<file path="src/rtl/source2.sv">
// source2: two-phase traffic generator; one item per req transition,
// programmable gap, transfer count, stop and protocol error flags.
// Ports: clk, reset (async, active low), en (gap counting enable),
//   req/ack (two-phase handshake), data (item value),
//   sent (completed transfers), done (COUNT reached),
//   err ([0] protocol violation, [1] ack timeout; both sticky).
// Optional: define SOURCE2_TIMEOUT_EN to enable the ack timeout.
module source2 #(
  parameter int ID      = 0,
  parameter int SIZE    = 8,
  parameter int PERIOD  = 4,
  parameter int COUNT   = 0,
  parameter int START   = 0,
  parameter int STEP    = 1,
  parameter int TIMEOUT = 64
) (
  input  logic            clk,
  input  logic            reset,
  input  logic            en,
  output logic            req,
  input  logic            ack,
  output logic [SIZE-1:0] data,
  output logic [15:0]     sent,
  output logic            done,
  output logic [1:0]      err
);

  typedef enum logic [1:0] {
    S_GAP,
    S_WAIT,
    S_DONE
  } state_t;

  localparam logic [SIZE-1:0] START_V = SIZE'(START);
  localparam logic [SIZE-1:0] STEP_V  = SIZE'(STEP);
  localparam logic [15:0]     LAST    = 16'(PERIOD - 1);
  localparam logic [15:0]     CNT_V   = 16'(COUNT);

  if (PERIOD < 1 || TIMEOUT < 1 || ID < 0) begin : g_bad_cfg
    $error("source2: illegal parameter value");
  end

  state_t          state, state_n;
  logic            req_n;
  logic [SIZE-1:0] data_n;
  logic [SIZE-1:0] item;
  logic [15:0]     sent_n;
  logic [15:0]     cnt, cnt_n;
  logic            pend;
  logic            viol, viol_r;
  logic            tmo;

  assign pend = req ^ ack;
  // Item k is derived from the transfer count, so it tracks sent's wrap.
  assign item = START_V + SIZE'(sent) * STEP_V;

  always_comb begin
    state_n = state;
    req_n   = req;
    data_n  = data;
    sent_n  = sent;
    cnt_n   = cnt;
    viol    = 1'b0;
    unique case (state)
      S_GAP: begin
        viol = pend;
        if (en) begin
          if (cnt == LAST) begin
            req_n   = ~req;
            data_n  = item;
            state_n = S_WAIT;
          end else begin
            cnt_n = cnt + 16'd1;
          end
        end
      end
      S_WAIT: begin
        if (!pend) begin
          sent_n = sent + 16'd1;
          cnt_n  = '0;
          if (COUNT != 0 && sent_n == CNT_V)
            state_n = S_DONE;
          else
            state_n = S_GAP;
        end
      end
      S_DONE: viol = pend;
      default: state_n = S_GAP;
    endcase
  end

  always_ff @(posedge clk or negedge reset) begin
    if (!reset) begin
      state  <= S_GAP;
      req    <= 1'b0;
      data   <= START_V;
      sent   <= '0;
      cnt    <= '0;
      viol_r <= 1'b0;
    end else begin
      state  <= state_n;
      req    <= req_n;
      data   <= data_n;
      sent   <= sent_n;
      cnt    <= cnt_n;
      viol_r <= viol_r | viol;
    end
  end

`ifdef SOURCE2_TIMEOUT_EN
  logic [15:0] wcnt;

  // Cleared outside WAIT so every WAIT entry starts from zero;
  // saturates once the limit is reached.
  always_ff @(posedge clk or negedge reset) begin
    if (!reset) begin
      wcnt <= '0;
      tmo  <= 1'b0;
    end else if (state != S_WAIT) begin
      wcnt <= '0;
    end else if (pend) begin
      if (wcnt == 16'(TIMEOUT - 1))
        tmo <= 1'b1;
      else
        wcnt <= wcnt + 16'd1;
    end
  end
`else
  assign tmo = 1'b0;
`endif

  assign done = (state == S_DONE);
  assign err  = {tmo, viol_r};

endmodule

</file>
<file path="config.mk">
export PLATFORM = sky130hd
export DESIGN_NAME = source2
export DESIGN_NICKNAME = d
export VERILOG_FILES = /design/src/rtl/source2.sv
export SDC_FILE = /design/constraint.sdc
export NUM_CORES = 1
export LEC_CHECK = 0
export BUFFER_PORTS_ARGS = -buffer_cell sky130_fd_sc_hd__buf_2
export CORE_MARGIN = 3
export CORE_UTILIZATION = 30
export DETAILED_ROUTE_END_ITERATION = 6
export HOLD_SLACK_MARGIN = 0.03
export PLACE_DENSITY = 0.45
export SYNTH_ARGS = -nofsm -noshare
export SYNTH_HDL_FRONTEND = slang
export SYNTH_SLANG_ARGS = --single-unit
</file>
<file path="constraint.sdc">
create_clock -name clk -period 5.9 [get_ports clk]
set_clock_uncertainty 0.1 [all_clocks]
set_input_delay 0.885 -clock clk [delete_from_list [all_inputs] [get_ports clk]]
set_output_delay 0.885 -clock clk [all_outputs]
set_load 0.02 [all_outputs]
</file>
==> results.cfg, run 1 <==
[outcome]
status = completed

[worst_setup_path]
reg2regPathDepth = 5
r2r_slack_ns = 3.20
cp_data_arrival_time_ns = 2.79
max_stage_delay_ns = 0.63
path_cells = ha_1 > nor4b_1 > nand4_1 > nor2_2 > mux2_2
cp_top_family = simple AND/OR/NAND/NOR gates
critPathKind = flop to flop
start_kind = flop
end_kind = flop
cp_max_fo = 11
worstPathRequired_ns = 5.98
cp_num_buf_inv = 0
critPathSlowestCell = nor2_2
r2r_end = data[7]
r2r-start = cnt[0]

[placement]
place_congestion = 0.7841
numPortBuffers = 29
dp_hpwl_mm = 3.343

[finish]
syn2layout_area_growth_pct = 13.81
num_antenna_cells = 0
nets = 236
fin_util = 0.3569
post_route_cells_drive_above_1_share = 0.2338

[power]
p_per_area_nw_per_um2 = 300.2
seq_power_share = 0.548
netSwitchingFraction = 0.3483
p_comb_frac = 0.203
clkPwrFrac = 0.249
intPower_uw = 482.3
p_sw_uw = 257.8
p_leak_nw = 1.145
ir_drop_v = 0.0001826

[clock_network]
clk_latency_ns = 0.29
postCtsHoldBufs = 0
cts_buffers = 5
htree_levels = 2
cts_resized = 0
cts_tree = done
cts-root-buf = clkbuf_8
cts.sinks = 43
clk_pin_slew_worst_paths_ns = 0.08
post-cts-setup-buffer-count = 0
cts_buffer_depth = 2

[floorplanning]
core_um2 = 6907
start_util = 0.3136
ios = 32
num_rows = 30
die_w_um = 90.97
die_y_um = 90.97
die_area_um2 = 8275

[sta]
hold_slack_ns = 0.3596
post-route-period-util = 0.4583
fmax_ghz = 0.3698
hold_violations = 0
setup_viol = 0
max_slew_margin = 0.3603
fin_crit_ns = 2.704
slew_violations = 0
worst_pin_slew_ns = 0.9595
setup_tns_ns = 0
rsz0062_at_grt = false

[drt]
first_pass_iters = 4
route.detailed.vias_per_inst = 5.021
num_vias = 1642
drc = 0
postRouteAntennaNets = 0
drtIter0Drc = 122
drt_wl_total_mm = 4.798
wl_per_cell_um = 14.67

[synth]
netlist_area_um2 = 2166
synth_warnings = 0
avgSynthCellArea_um2 = 10.62
synthArstFlopShare = 1.000
ys_ff_latch = 43
yosysTopAreaCell = dfrtp_1
synth.distinct_cells = 54
synth_top_flop_cell = dfrtp_1
synth_seq_area_share = 0.4968
synth_top_cells_by_count = 43 x dfrtp_1, 15 x nand2_1, 9 x nand4_1, 9 x xnor2_1
synth_top_area_frac = 0.4968
netlist_instances = 204
synth_most_common_cell = dfrtp_1
synth.area.top_cells = dfrtp_1 50%, mux2_2 4.2%, xnor2_1 3.6%
synth_edf_count = 0

[hold_path]
min-delay-start = sent[15]
hp-class = flop to flop
min_to = sent[15]
hold_depth = 1

[grt]
grt_pass1_vias = 1595
grt_pass1_wl_mm = 8.362
antenna_found_initial = 0
grt.overflow.total = 0
grt_use_total = 0.1237
grt_max_degree = 44

[flow_run]
maxCapViolCount = 0
[metrics by stage]
step | instance area, um^2 | total power [mW] | setup WS, ns | cells
2_1_floorplan | 2170 | 0.5074 | 3.643 | 205
3_3_place_gp | 2380 | 0.5661 | 3.198 | 319
3_5_place_dp | 2380 | 0.5625 | 3.157 | 319
4_1_cts | 2465 | 0.7529 | 3.137 | 327
5_1_grt | 2465 | 0.7922 | 2.854 | 327
6_report | 2465 | 0.7400 | 3.196 | 327
[state kept, by name, indices dropped and copies added (netlist names)]
signal and count:
state 1, cnt 16, sent 16, data 8
viol_r 1, req 1
[placed cells by master (no fill, tap or decap), types with 8 or more instances in the layout]
master / Yosys / routed
dfrtp_1: 43 / 43
buf_2: 2 / 29
nand2_1: 15 / 15
xnor2_1: 9 / 9
nand4_1: 9 / 9
nor3_1: 8 / 8
xor2_1: 8 / 8
mux2_2: 8 / 8
[per-layer routing]
layer	global-route usage	share of wire
met1	0.1873	0.52
met2	0.1772	0.44
met3	0.02568	0.027
met4	0.03392	0.0096
met5	0	0
[kinds of logic (layout without fill, tap and decap cells)]
kind of cell | Yosys count | count (layout) | share of synthesized area
xor gates and xnor gates | 17 | 17 | 0.06875
buffers and inverters | 18 | 44 | 0.03755
DFF | 43 | 43 | 0.4968
other | 1 | 2 | 0.001731
AOI/OAI and AO/OA | 37 | 37 | 0.1300
and+or+nand+nor | 77 | 77 | 0.2074
muxes | 9 | 9 | 0.04622
adders and majority gates | 2 | 2 | 0.01155
[power groups by stage]
stage	Clock, mW	Sequential (mW)	Combinational (mW)
after global placement	0	0.412	0.154
final	0.184	0.406	0.150
after detailed placement	0	0.411	0.152
after floorplan	0	0.399	0.109
after global routing	0.209	0.416	0.167
after CTS	0.195	0.405	0.152
[cell type report]
class	count	area, um^2
Clock buffer	6	72.57
Inverter	7	26.28
Timing Repair Buffer	29	145.1
Sequential cell	43	1076
Clock inverter	2	12.51
Multi-Input combinational cell	144	1012
Fill cell	733	4442
Tap cell	96	120.1
[worst max path at each step]
stage / startpoint / end / slack [ns] / depth (start not counted)
after floorplan: ack / cnt[2] / 3.64 / 5
after global routing: cnt[0] / data[2] / 2.85 / 5
after global placement: ack / cnt[6] / 3.20 / 5
after CTS: cnt[0] / data[7] / 3.14 / 5
after detailed placement: cnt[0] / data[4] / 3.16 / 5
final: cnt[0] / data[7] / 3.20 / 5
(Power assumes the default switching activity.)
==> inputs of run 2 (changes only) <==
- clock period: 5.9 -> 2.75 ns (I/O delays scaled with it)
==> results.cfg, run 2 (synthesis results as in run 1) <==
[outcome]
status = completed

[grt]
grt_pass1_vias = 1646
grt_use_total = 0.1245
antenna_found_initial = 0
grt_max_degree = 44
grt.overflow.total = 0
grt_pass1_wl_mm = 8.355

[finish]
fillCellCount = 713
reg_top3 = cnt x16, sent x16, data x8
fin_util = 0.3692
fin_cells = 332
num_antenna_cells = 0
post_route_cells_drive_above_1_share = 0.2500
syn2layout_area_growth_pct = 17.74
nets = 241
layout_common_cells = 43 x dfrtp_1, 29 x buf_2, 15 x nand2_1
layout_commonest_cell = dfrtp_1

[placement]
dp_hpwl_mm = 3.350
place_congestion = 0.7701
dp_cells = 324
numPortBuffers = 29

[drt]
first_pass_iters = 4
num_vias = 1674
route.detailed.vias_per_inst = 5.042
postRouteAntennaNets = 0
drtIter0Drc = 141
drt_wl_total_mm = 4.967
wl_per_cell_um = 14.96
drc = 0

[worst_setup_path]
end_kind = flop
cp_data_arrival_time_ns = 2.35
start_kind = flop
worstPathRequired_ns = 2.84
critPathKind = flop to flop
cp_max_fo = 10

[clock_network]
clk_pin_slew_worst_paths_ns = 0.09
htree_levels = 2
cts_tree = done
cts.sinks = 43
cts_resized = 0
clk_latency_ns = 0.30
cts-root-buf = clkbuf_8
cts_buffer_depth = 2
postCtsHoldBufs = 0
post-cts-setup-buffer-count = 0
cts_buffers = 5

[floorplanning]
ios = 32
die_y_um = 90.97
num_rows = 30
die_area_um2 = 8275
die_w_um = 90.97
start_util = 0.3136
core_um2 = 6907

[sta]
fin_crit_ns = 2.264
setup_viol = 0
fmax_ghz = 0.4418
max_slew_margin = 0.6078
hold_violations = 0
rsz0062_at_grt = false
setup_tns_ns = 0
hold_slack_ns = 0.08737
post-route-period-util = 0.8231
worst_pin_slew_ns = 0.5876
slew_violations = 0

[power]
netSwitchingFraction = 0.3148
ir_drop_v = 0.0003906
intPower_mw = 1.229
p_comb_frac = 0.193
power.total_mw = 1.793
p_sw_uw = 564.5
clkPwrFrac = 0.328
seq_power_share = 0.479
p_leak_nw = 1.193
p_per_area_nw_per_um2 = 703.2

[flow_run]
maxCapViolCount = 0

[hold_path]
hp-class = primary input to asynchronous set/reset pin
## run 2: changes by cell type in the layout (fill, tap and decap cells not counted)
cell,delta
buf_4,+5
bufinv_16,+2
clkinv_2,-1
clkinvlp_4,-1
## run 2: routing by layer
metal / track usage / vias to the layer above / wire length [um]
li1: - / 816 / -
met1: 0.1818 / 810 / 2487
met2: 0.1833 / 43 / 2172
met3: 0.02734 / 5 / 252
met4: 0.03769 / 0 / 54
met5: 0 / - / 0
## run 2: area by class of cell
type	instances	area (um^2)	share of cell area
flip-flops and latches	43	1076	0.4220
well taps	96	120.1	0.04710
clock buffers	6	72.57	0.02846
inverters	7	26.28	0.01030
repair buffers	34	182.7	0.07164
multi-input cells	144	1012	0.3970
clock inverters	2	60.06	0.02355
## run 2: worst paths after layout
path	startpoint	endpoint	slack (ns)	depth (start not counted)
worst max register to register	cnt[0]	data[4]	0.49	5
min in group clk	sent[15]	sent[15]	0.36	1
max in group asynchronous	reset	cnt[4]	2.08	2
worst min-delay path	reset	sent[10]	0.09	2
worst min register to register	sent[15]	sent[15]	0.36	1
worst max-delay path	cnt[0]	data[4]	0.49	5
## run 2: worst max-delay path, cell delays in order (launching register included)
cell and delay (ns):
dfrtp_1 0.40, ha_1 0.25, nor4b_1 0.32, nand4_1 0.19, nor2_2 0.50, mux2_2 0.40
## run 2: stage by stage
step	instance area (um^2)	worst slack (ns)
global route	2550	0.2131
CTS	2550	0.4738
global placement	2417	0.4905
detailed placement	2417	0.4827
finish	2550	0.4865
floorplan	2170	0.8049
## run 2: power by group through the flow
stage	clock, mW	sequential [mW]	combinational (mW)
floorplan	0	0.856	0.233
global placement	0	0.870	0.351
detailed placement	0	0.867	0.347
CTS	0.610	0.857	0.352
global route	0.630	0.880	0.396
finish	0.588	0.860	0.346
==> inputs of run 3 (changes only) <==
- PLACE_DENSITY: 0.45 -> 0.47
- clock period: 2.75 -> 1.95 ns (I/O delays scaled with it)
==> results.cfg, run 3 (synthesis results as in run 1) <==
[worst_setup_path]
end_kind = flop
cp_data_arrival_time_ns = 1.95
worstPathRequired_ns = 2.03
start_kind = flop
reg2regPathDepth = 6
critPathKind = flop to flop
cp_max_fo = 10

[flow_run]
maxCapViolCount = 0

[drt]
wl_per_cell_um = 14.25
drc = 0
first_pass_iters = 4
route.detailed.vias_per_inst = 4.951
num_vias = 1807
drt_wl_total_mm = 5.202
postRouteAntennaNets = 0
drtIter0Drc = 86

[finish]
fillCellCount = 712
layout_commonest_cell = dfrtp_1
post_route_cells_drive_above_1_share = 0.3532
nets = 274
num_antenna_cells = 0
layout_common_cells = 43 x dfrtp_1, 34 x buf_4, 29 x buf_2
fin_area_um2 = 2868
syn2layout_area_growth_pct = 32.41
reg_top3 = cnt x16, sent x16, data x8

[grt]
grt.overflow.total = 0
antenna_found_initial = 0
grt_max_degree = 44
grt_pass1_wl_mm = 8.721
grt_use_total = 0.1289
grt_pass1_vias = 1707

[floorplanning]
ios = 32
start_util = 0.3136
core_um2 = 6907
die_y_um = 90.97
num_rows = 30
die_area_um2 = 8275
die_w_um = 90.97

[sta]
fmax_ghz = 0.5348
setup_viol = 0
fin_crit_ns = 1.870
hold_violations = 0
rsz0062_at_grt = true
post-route-period-util = 0.9588
worst_slack_ns = 0.08028
slew_violations = 0

[placement]
pre_cts_ws_ns = -0.04031
dp_hpwl_mm = 3.682
post_dp_cell_area_um2 = 2660
place_congestion = 0.7640
numPortBuffers = 29

[outcome]
status = completed

[hold_path]
hold_depth = 4
hp-class = primary input to flop

[clock_network]
htree_levels = 2
cts.sinks = 43
cts-root-buf = clkbuf_8
cts_tree = done
cts_buffers = 5
clk_latency_ns = 0.30
cts_buffer_depth = 2
clk_pin_slew_worst_paths_ns = 0.09

[power]
ir_drop_v = 0.0004976
p_leak_nw = 1.365
p_per_area_nw_per_um2 = 944.3
==> run 3: cell types whose count changed in the layout (fill, tap and decap cells not counted), sizes merged <==
| cell | change |
|---|---|
| buf | +32 |
| dlygate4sd3 | +1 |
==> run 3: repair_timing <==
action	in CTS	in global routing
resized for setup	1	7
buffers inserted	0	3
hold buffers	1	0
endpoints found under the hold margin	43	0
endpoints found under the setup margin	4	15
gates cloned	0	0
pin swaps	0	4
==> run 3: layout make-up <==
type                            count  area [um^2]  area share
Tap cell                           96        120.1     0.04188
Timing Repair Buffer               67        461.7      0.1610
Multi-Input combinational cell    144         1051      0.3665
Inverter                            7        26.28    0.009162
Clock buffer                        6        72.57     0.02531
Clock inverter                      2        60.06     0.02094
Sequential cell                    43         1076      0.3752
==> run 3: critical path, stage by stage (launching register included) <==
cell	delay [ns]
dfrtp_1	0.41
nor4_4	0.29
buf_4	0.16
nand4_1	0.12
nor2_2	0.19
buf_12	0.15
mux2_2	0.33
==> run 3: worst paths after layout <==
check	to	start	slack [ns]
setup / recovery	data[2]	cnt[9]	0.08
hold / removal	viol_r	ack	0.32
setup reg to reg	data[2]	cnt[9]	0.08
hold reg to reg	sent[15]	sent[15]	0.36
max in group asynchronous	cnt[3]	reset	1.13
min in group asynchronous	sent[9]	reset	0.39
==> run 3: power by group <==
part / leakage, nW / switching (mW) / internal [mW]
combinational: 0.765 / 0.375 / 0.341
sequential: 0.535 / 0.144 / 1.01
clock: 0.0654 / 0.321 / 0.512
==> run 3: layer usage <==
layer  vias to the layer above  global-route usage  wire, um
li1                        882                   -         -
met3                         5             0.02486       244
met4                         0             0.03392        53
met2                        44              0.1809      2233
met1                       876              0.2001      2671
met5                         -                   0         0
==> run 3: through the flow <==
stage	util	total power, mW	hold slack [ns]	std cells	TNS (ns)
2_1_floorplan	-	1.535	-0.1031	205	0
3_3_place_gp	0.3851	1.876	0.1906	353	0
3_5_place_dp	0.3851	1.875	0.1910	353	-0.04394
4_1_cts	0.4063	2.728	0.3165	362	0
5_1_grt	0.4152	2.874	0.3343	365	-0.07324
6_report	0.4152	2.708	0.3168	365	0
